## src/rtl/muldiv_ctrl.sv

```systemverilog
// Iterative MIPS multiply/divide sequencer that owns HI/LO; 34 cycles from accepted start to result.
// start and MTHI/MTLO are dropped while busy; define MULDIV_SIGNED_EN for signed MULT/DIV.
module muldiv_ctrl #(
    parameter int WIDTH = 32
) (
    input  logic             clk,
    input  logic             reset,
    input  logic             start,
    input  logic [1:0]       op,
    input  logic [WIDTH-1:0] A,
    input  logic [WIDTH-1:0] B,
    input  logic             hi_we,
    input  logic             lo_we,
    input  logic [WIDTH-1:0] wdata,
    output logic [WIDTH-1:0] hi,
    output logic [WIDTH-1:0] lo,
    output logic             busy,
    output logic             done,
    output logic             div0
);
    localparam int CW = $clog2(WIDTH);

    typedef enum logic [1:0] {IDLE, RUN, FIX, DONE} state_t;

    state_t           state;
    logic [CW-1:0]    count;
    logic             is_div;
    logic             bzero;
    logic [WIDTH-1:0] mcand;
    logic [WIDTH:0]   acc;
    logic [WIDTH-1:0] qreg;

    logic [WIDTH-1:0]   mag_a, mag_b;
    logic [WIDTH:0]     mul_sum, shifted, acc_n;
    logic [WIDTH+1:0]   diff;
    logic [WIDTH-1:0]   qreg_n;
    logic [2*WIDTH-1:0] prod, prod_fix;
    logic [WIDTH-1:0]   quo_fix, rem_fix, hi_res, lo_res;

    assign prod = {acc[WIDTH-1:0], qreg};

`ifdef MULDIV_SIGNED_EN
    logic sgn_op, a_neg, b_neg;
    logic res_neg, dvd_neg;

    assign sgn_op   = ~op[0];
    assign a_neg    = sgn_op & A[WIDTH-1];
    assign b_neg    = sgn_op & B[WIDTH-1];
    assign mag_a    = a_neg ? -A : A;
    assign mag_b    = b_neg ? -B : B;
    assign prod_fix = res_neg ? -prod : prod;
    assign quo_fix  = res_neg ? -qreg : qreg;
    assign rem_fix  = dvd_neg ? -acc[WIDTH-1:0] : acc[WIDTH-1:0];
`else
    logic unused_op;

    assign unused_op = op[0];
    assign mag_a     = A;
    assign mag_b     = B;
    assign prod_fix  = prod;
    assign quo_fix   = qreg;
    assign rem_fix   = acc[WIDTH-1:0];
`endif

    // One shift-add (multiply) or restoring shift-subtract (divide) step.
    always_comb begin
        mul_sum = acc + {1'b0, (qreg[0] ? mcand : {WIDTH{1'b0}})};
        shifted = {acc[WIDTH-1:0], qreg[WIDTH-1]};
        diff    = {1'b0, shifted} - {2'b00, mcand};
        acc_n   = {1'b0, mul_sum[WIDTH:1]};
        qreg_n  = {mul_sum[0], qreg[WIDTH-1:1]};
        if (is_div) begin
            if (!diff[WIDTH+1]) begin
                acc_n  = diff[WIDTH:0];
                qreg_n = {qreg[WIDTH-2:0], 1'b1};
            end else begin
                acc_n  = shifted;
                qreg_n = {qreg[WIDTH-2:0], 1'b0};
            end
        end
    end

    // A zero divisor forces all-ones quotient; the remainder already equals the dividend.
    always_comb begin
        hi_res = prod_fix[2*WIDTH-1:WIDTH];
        lo_res = prod_fix[WIDTH-1:0];
        if (is_div) begin
            hi_res = rem_fix;
            lo_res = bzero ? {WIDTH{1'b1}} : quo_fix;
        end
    end

    assign busy = (state == RUN) || (state == FIX);
    assign done = (state == DONE);

    always_ff @(posedge clk or posedge reset) begin
        if (reset) begin
            state   <= IDLE;
            count   <= '0;
            is_div  <= 1'b0;
            bzero   <= 1'b0;
            mcand   <= '0;
            acc     <= '0;
            qreg    <= '0;
            hi      <= '0;
            lo      <= '0;
            div0    <= 1'b0;
`ifdef MULDIV_SIGNED_EN
            res_neg <= 1'b0;
            dvd_neg <= 1'b0;
`endif
        end else begin
            case (state)
                IDLE, DONE: begin
                    if (hi_we) hi <= wdata;
                    if (lo_we) lo <= wdata;
                    if (start) begin
                        is_div <= op[1];
                        bzero  <= op[1] & (B == '0);
                        mcand  <= mag_b;
                        qreg   <= mag_a;
                        acc    <= '0;
                        div0   <= 1'b0;
                        count  <= CW'(WIDTH - 1);
                        state  <= RUN;
`ifdef MULDIV_SIGNED_EN
                        res_neg <= a_neg ^ b_neg;
                        dvd_neg <= a_neg;
`endif
                    end else begin
                        state <= IDLE;
                    end
                end
                RUN: begin
                    acc   <= acc_n;
                    qreg  <= qreg_n;
                    count <= count - CW'(1);
                    if (count == '0) state <= FIX;
                end
                FIX: begin
                    hi    <= hi_res;
                    lo    <= lo_res;
                    div0  <= bzero;
                    state <= DONE;
                end
                default: state <= IDLE;
            endcase
        end
    end
endmodule

```

## config.mk

```make
export PLATFORM = sky130hd
export DESIGN_NAME = muldiv_ctrl
export DESIGN_NICKNAME = d
export VERILOG_FILES = /design/src/rtl/muldiv_ctrl.sv
export SDC_FILE = /design/constraint.sdc
export NUM_CORES = 1
export LEC_CHECK = 0
export CELL_PAD_IN_SITES_DETAIL_PLACEMENT = 0
export CELL_PAD_IN_SITES_GLOBAL_PLACEMENT = 1
export CORE_MARGIN = 8
export CORE_UTILIZATION = 45
export DETAILED_ROUTE_END_ITERATION = 7
export GPL_TIMING_DRIVEN = 0
export MAX_ROUTING_LAYER = met4
export PLACE_DENSITY_LB_ADDON = 0.1
export SKIP_CTS_REPAIR_TIMING = 1
export SLEW_MARGIN = 20
export SYNTH_ARGS = -nofsm -noshare
export SYNTH_HDL_FRONTEND = slang
export SYNTH_SLANG_ARGS = --single-unit
```

## constraint.sdc

```tcl
create_clock -name clk -period 10.2 [get_ports clk]
set_input_delay 2.55 -clock clk [delete_from_list [all_inputs] [get_ports clk]]
set_output_delay 2.55 -clock clk [all_outputs]
set_load 0.1 [all_outputs]
```

## Word-level counts from Yosys, hierarchy flattened

Index checks and enable logic that the tools add are counted.

- Logic and storage cells: 55
- Flip-flop bits (word level): 171

- Bitwise gates (word level): 1
- Reduce and logical (&&, ||, !) cells: 12
- Muxes and demuxes: 22
- $add $sub $neg: 3
- Eq/ne operators: 7

Operator list:

| cell | count |
|---|---|
| 32-bit 2-to-1 mux | 7 |
| 32-bit case mux with 2 select lines | 3 |
| 33-bit 2-to-1 mux | 3 |
| 33-bit case mux with 2 select lines | 1 |
| 33-bit by 32-bit subtractor with 34-bit output | 1 |
| 33-bit by 32-bit adder with 33-bit output | 1 |
| 32-bit zero test | 1 |
| 5-bit case mux with 2 select lines | 1 |
| 2-bit AND reduction | 5 |
| 2-bit inequality test, second input constant | 3 |
| 2-bit case mux with 3 select lines | 1 |
| 5-bit zero test | 1 |
| 5-bit 2-to-1 mux | 1 |
| 5-bit by 1-bit subtractor with 5-bit output, second input constant | 1 |
| 2-bit == test, second input constant | 2 |
| 2-bit nonzero test | 2 |
| 1-bit 2-to-1 mux | 3 |
| 2-bit by 1-bit == test with 1-bit output, second input constant | 1 |
| 2-bit zero test | 1 |
| 2-bit 2-to-1 mux | 1 |
| 2-bit by 1-bit inequality test with 1-bit output, second input constant | 1 |
| 1-bit case mux with 2 select lines | 1 |
| 2-bit OR reduction | 1 |
| 1-bit AND | 1 |
| 1-bit logical OR | 1 |

## Longest topological paths before layout

Gate-level depths: netlist (run 1).

- Depth after elaboration: 4
- Depth in mapped cells: 13
- Depth with buffers taken out: 13

## Least setup slack after synthesis (run 1)

Ideal clock, no wire load.

- Path kind: reg2out
- Start point: register state[0]
- End point: output port busy
- Setup slack: 6166 ps
- Cell stages (with the launch flop): 5
- Arrival time: 1484 ps
- Path buffers: 1
- Required time: 7650 ps
- Path through: dfrtp_1 > inv_1 > ha_1 > clkbuf_1 > inv_1

- Cells in the longest elaborated chain, start to end: 2

RTL lines:

| what | RTL line | RTL |
|---|---|---|
| from (decl) | 25 | `state_t state;` |
| from (signal assigned) | 98 | `state <= IDLE;` |
| from (signal assigned) | 125 | `state <= RUN;` |
| from (signal assigned) | 131 | `state <= IDLE;` |
| 2-bit by 1-bit == test with 1-bit output or 2-bit == test (tied branches) | 93 | `assign busy = (state == RUN) \|\| (state == FIX);` |
| 1-bit logical OR * | 93 |  |
| to (decl) | 17 | `output logic busy,` |

Every way passes the cells marked *; elsewhere a longest branch is shown, timed or not.

## Worst setup path after layout (run 1)

- Start point: input port start
- End point: register acc[15]

- Cells in the longest elaborated chain, start to end: 2

RTL lines:

| what | RTL line | RTL |
|---|---|---|
| from (decl) | 8 | `input logic start,` |
| 2-bit inequality test (no line) | - |  |
| 2-bit AND reduction (no line) | - |  |
| to (signal assigned) | 135 | `acc <= acc_n;` |
| to (decl) | 30 | `logic [WIDTH:0] acc;` |

No other way between the ends.
A chain may end at the register's enable or synchronous reset.

==> results of run 1 <==
## per-stage QoR
stage	hold slack, ps	util [%]	instances
floorplan	462	-	1330
detailed placement	469	53.7	1835
finish	481	56.0	1867
CTS	486	56.0	1867
global route	504	56.0	1867
global placement	462	53.5	1833
## cell families (layout without fill, tap and decap cells)
family / Yosys count / after routing / synth area share, %
flip-flops: 171 / 171 / 36.8
multiplexers: 113 / 113 / 10.2
XOR/XNOR: 56 / 56 / 4.22
adder cells (fa/ha/maj): 71 / 71 / 7.77
AND/OR/NAND/NOR: 358 / 358 / 13.9
AO/OA/AOI/OAI: 430 / 430 / 22.6
buffers and inverters: 131 / 333 / 4.49
## cell usage after synthesis, drive strengths merged (13+ instances only)
library cell	number	area, µm²
xor2	18	158
dfrtp	171	4280
nor2	63	239
a21o	28	210
ha	69	863
and2	36	225
xnor2	38	333
mux2i	70	701
a31oi	13	81.3
nand2	183	689
clkbuf	62	233
o21ai	177	901
o22ai	48	300
nor3	13	65.1
a21oi	70	350
mux2	43	484
nand4	15	93.8
inv	59	221
## worst reg2reg max path, cell delays in order (launching register included)
cell and delay, ps:
dfrtp_1 620, clkbuf_1 500, nand2_1 190, fa_1 440
nand2b_1 240, a211oi_1 480, o31ai_1 270, a211oi_1 350
nor3_1 180, o21ai_0 400, xor2_1 180, o21ai_0 90
a21oi_1 170
## routing by layer
metal  vias to the layer above  global-route usage [%]
met5                         -                       -
met2                       350                    42.9
met4                         0                    7.08
met1                      5285                    35.0
li1                       5182                       -
met3                        49                    3.84
## registers in the layout (all words and copies together) (netlist names)
| name | cells |
|---|---|
| is_div | 1 |
| acc | 33 |
| bzero | 1 |
| state | 2 |
| lo | 32 |
| qreg | 32 |
| div0 | 1 |
| mcand | 32 |
| hi | 32 |
| count | 5 |
## area by class of cell
cell class	instances	area [µm²]
buffer	71	297
clock buffer	18	429
clock inverter	14	151
fill	2448	11300
inverter	60	233
multi-input combinational	1028	6830
sequential	171	4280
tap	335	419
timing repair buffer	170	1740
## how the worst max path moves through the flow
stage	startpoint	end	slack [ps]
after floorplan	reset	acc[0]	3020
after global placement	reset	mcand[26]	330
after detailed placement	start	acc[25]	4640
after CTS	state[0]	busy	5000
after global routing	start	acc[17]	4920
final	start	acc[15]	4970
==> metrics.yaml, run 1 <==
cp_cell_sequence: "clkdlybuf4s50_1 -> nand2b_1 -> nand2_1 -> nor2_1 -> clkbuf_1 -> a22oi_1 -> o21ai_0"
drive_gt1_share_pct: 6.07
min_to: "hi[22]"
place_ws_ps: 4640
final_cell_mix: "nand2_1 (182), dfrtp_1 (171), clkdlybuf4s50_1 (168)"
numClockSinks: 171
synth_edf_count: 0
seq_area_frac_synth_pct: 36.8
layout_setup_ws_ps: 4970
synth_ff_type: "dfrtp_1"
crit_buf_inv: 2
drv_cap: 0
max_stage_delay_ps: 1030
drc: 0
hold_viol_final: 0
syn_to_final_growth_pct: 23.6
met3_length_mm: 2.33
vias_per_cell: 5.82
critPathCaptureType: "flip-flop"
synth_nets: 1504
finalSetupTns_ps: 0
start_util_pct: 45.3
cp.required_ps: 10540
design_area_um2: 14400
post-dp-hpwl_mm: 31.8
portBuffers: 168
slew_headroom_pct: 18.6
syn_inst: 1330
finClkSkew_ps: 15.4
setup_viol: 0
htree_levels: 4
async_flop_share_pct: 100
yosysWarnings: 0
grt_use_total_pct: 26.8
critPathMaxFanout: 10
grt_pass1_vias: 10900
holdPathStages: 2
crit_path_start_kind: "input port"
first_iter_violations: 978
num_vias: 10900
antenna-diode-count: 0
grt_pass1_wl_mm: 63.4
nNetsFinal: 1693
die-area_um2: 31200
die_x_um: 177
fin_crit_ps: 5230
drtPass1Iterations: 5
netlist_area_um2: 11600
crit_arrival_ps: 5570
ant_nets: 0
grt_max_degree: 72
layout_commonest_cell: "nand2_1"
fmax_ghz: 0.191
worst-path-stages: 7
routedWlPerCell_um: 21.8
highest-signal-layer: "met4"
post_dp_cell_area_um2: 13800
rr_worst_depth: 12
dr_wl_met2_mm: 19.1
r2r_slack_ps: 6020
post-route-period-util_pct: 51.2
totalWireLength_mm: 40.8
coreArea_um2: 25700
cts_made_buffers: 17
status: "finished, final reports clean"
rsz0062_at_grt: "no"
std_cell_rows: 59
holdCritStartpoint: "hi[22]"
critPathSlowestCell: "nor2_1"
clkSlewWorstSetupHoldPaths_ps: 70
r2r-start: "qreg[0]"
grt.overflow.total: 0
min_path_type: "reg -> reg"
m1WireLength_mm: 18.5
crit_family: "simple AND/OR/NAND/NOR gates"
maxSlewViolCount: 0
insertion_delay_ps: 440
worstMarginPinSlew_ps: 1220
synth.ff_latch_count: 171
fp.dieH_um: 177
io_pins: 170
clk_path_buf_depth: 2
yosysUniqueCellTypes: 69
antenna_found_initial: 0
critical_path_class: "in -> reg"
cts_tree: "built"
r2r-end: "acc[31]"
avgSynthCellArea_um2: 8.75
gp_congestion: 0.902
root_buffer: "clkbuf_16"
Power of run 1 is not shown: default switching activity piles up to over one toggle a cycle in this logic, so the estimate is an artifact.
==> inputs of run 2 (changes only) <==
--- a/config.mk
+++ b/config.mk
@@ -8,7 +8,7 @@
 export CELL_PAD_IN_SITES_DETAIL_PLACEMENT = 0
 export CELL_PAD_IN_SITES_GLOBAL_PLACEMENT = 1
 export CORE_MARGIN = 8
-export CORE_UTILIZATION = 45
+export CORE_UTILIZATION = 42
 export DETAILED_ROUTE_END_ITERATION = 7
 export GPL_TIMING_DRIVEN = 0
 export MAX_ROUTING_LAYER = met4
==> constraint.sdc (replaced) <==
create_clock -name clk -period 4.9 [get_ports clk]
set_input_delay 1.225 -clock clk [delete_from_list [all_inputs] [get_ports clk]]
set_output_delay 1.225 -clock clk [all_outputs]
set_load 0.1 [all_outputs]
==> metrics.yaml, run 2 (synthesis gave the netlist of run 1 again) <==
critPathCaptureType: "flip-flop"
fp.dieH_um: 182  # +3.2%
clkSlewWorstSetupHoldPaths_ps: 80  # about the same
worstMarginPinSlew_ps: 1180  # -38.1 ps
max_stage_delay_ps: 730  # -300 ps
drv_cap: 0  # unchanged
crit_buf_inv: 1  # -1
io_pins: 170  # unchanged
r2r_slack_ps: 520  # -5500 ps
critPathSlowestCell: "o31ai_1"
fin_cells: 1913  # +2.5%
rr_worst_depth: 12  # unchanged
grt.overflow.total: 0  # unchanged
drtPass1Iterations: 5  # unchanged
max_flop_register: "acc"
min_path_type: "reg -> reg"
htree_levels: 4  # unchanged
post-dp-hpwl_mm: 32.2  # +1.3%
drc: 0  # unchanged
crit_top_cell: "o21ai_0"
multi_input_area_um2: 6830  # unchanged
portBuffers: 168  # unchanged
rsz0062_at_grt: "no"
num_vias: 10800  # -0.52%
fin_crit_ps: 4380
dpl.cell_count: 1881  # +2.5%
root_buffer: "clkbuf_16"
slew_headroom_pct: 21.2  # +2.5 points
final_cell_mix: "nand2_1 (182), dfrtp_1 (171), clkdlybuf4s50_1 (168)"
r2r-end: "acc[17]"
critPathMaxFanout: 10  # unchanged
insertion_delay_ps: 440  # about the same
first_iter_violations: 853  # -13%
syn_to_final_growth_pct: 24.6
totalWireLength_mm: 40.5  # -0.56%
vias_per_cell: 5.65  # -2.9%
drive_gt1_share_pct: 6.32  # +0.25 points
hold_viol_final: 0  # unchanged
ant_nets: 0  # unchanged
coreArea_um2: 27600  # +7.3%
post-route-period-util_pct: 89.3
grt_pass1_wl_mm: 63.0  # -0.62%
crit_arrival_ps: 4670  # -900 ps
whs_ps: 482  # +0.490 ps
numClockSinks: 171  # unchanged
nNetsFinal: 1696  # +0.18%
regArea_um2: 4280  # unchanged
cts_made_buffers: 17  # unchanged
gp_congestion: 0.886  # -1.7%
largest_reg_flops: 33  # unchanged
std_cell_rows: 61  # +3.4%
status: "finished, final reports clean"
start_util_pct: 42.2  # -3.1 points
antenna_found_initial: 0  # unchanged
grt_max_degree: 33  # -54%
n_fill_cell: 2694  # +10%
worst-path-stages: 12  # +5
layout_commonest_cell: "nand2_1"
die_x_um: 182  # +3.2%
crit_start: "qreg[0]"
grt_use_total_pct: 25.1  # -1.7 points
cp_cell_sequence: "clkbuf_1 -> and2_1 -> ha_1 -> o21ai_0 -> a211oi_1 -> o31ai_1 -> nand2_1 -> a21boi_0 -> o21ai_0 -> xnor2_1 -> a22oi_1 -> o21ai_0"
grt_pass1_vias: 10700  # -1.6%
maxSlewViolCount: 0  # unchanged
cts_tree: "built"
die-area_um2: 33300  # +6.5%
finClkSkew_ps: 14.1  # -1.30 ps
crit_path_start_kind: "flip-flop"
antenna-diode-count: 0  # unchanged
routedWlPerCell_um: 21.2  # -3.0%
cp.required_ps: 5190  # -5350 ps
crit_family: "compound AO/OA/AOI/OAI gates"
endpoint: "acc[17]"
setup_viol: 0  # unchanged
critical_path_class: "reg -> reg"
clk_path_buf_depth: 2  # unchanged
r2r-start: "qreg[0]"
fmax_ghz: 0.229
run 2: cell count changes in the layout (fill, tap and decap cells not counted), moves of 2 or more:
cell,before,now
inv_6,0,3
buf_16,2,0
buf_12,0,5
inv_8,7,1
clkinv_4,5,3
clkinv_8,2,7
run 2: cell type report:
cell class / instances / area share (%)
sequential: 171 / 29.5
multi-input combinational: 1028 / 47.1
clock inverter: 15 / 1.26
buffer: 71 / 2.05
tap: 378 / 3.26
inverter: 60 / 1.58
clock buffer: 17 / 2.93
timing repair buffer: 173 / 12.3
run 2: worst min-delay path by stage:
| stage | slack [ps] | cells past startpoint | start | end |
|---|---|---|---|---|
| floorplan | 460 | 1 | count[0] | count[0] |
| global placement | 460 | 2 | lo[20] | lo[20] |
| detailed placement | 470 | 2 | lo[30] | lo[30] |
| CTS | 490 | 2 | lo[30] | lo[30] |
| global route | 490 | 2 | lo[10] | lo[10] |
| finish | 480 | 2 | lo[11] | lo[11] |
run 2: tightest hold or removal path: cells and delay by family, from the launching register on:
family	cells	cell delay, ps
AOI/OAI and AO/OA	1	60
and+or+nand+nor	1	40
DFF	1	350
run 2: metrics by stage:
step,setup WS [ps],instance area [µm²],utilization [%],TNS (ps)
2_1_floorplan,1490,11600,-,0
4_1_cts,604,14500,52.6,0
3_5_place_dp,597,13900,50.4,0
3_3_place_gp,-174,13800,50.0,-26830
6_report,524,14500,52.6,0
5_1_grt,367,14500,52.6,0
run 2: metal layers:
metal / vias up / share of wire, % / global-route usage [%]
met5: - / 0 / -
met4: 0 / 3.0 / 8.72
met3: 73 / 5.6 / 3.80
met2: 355 / 45 / 39.1
met1: 5205 / 46 / 33.0
li1: 5177 / - / -
Power of run 2 is left out for the same reason.
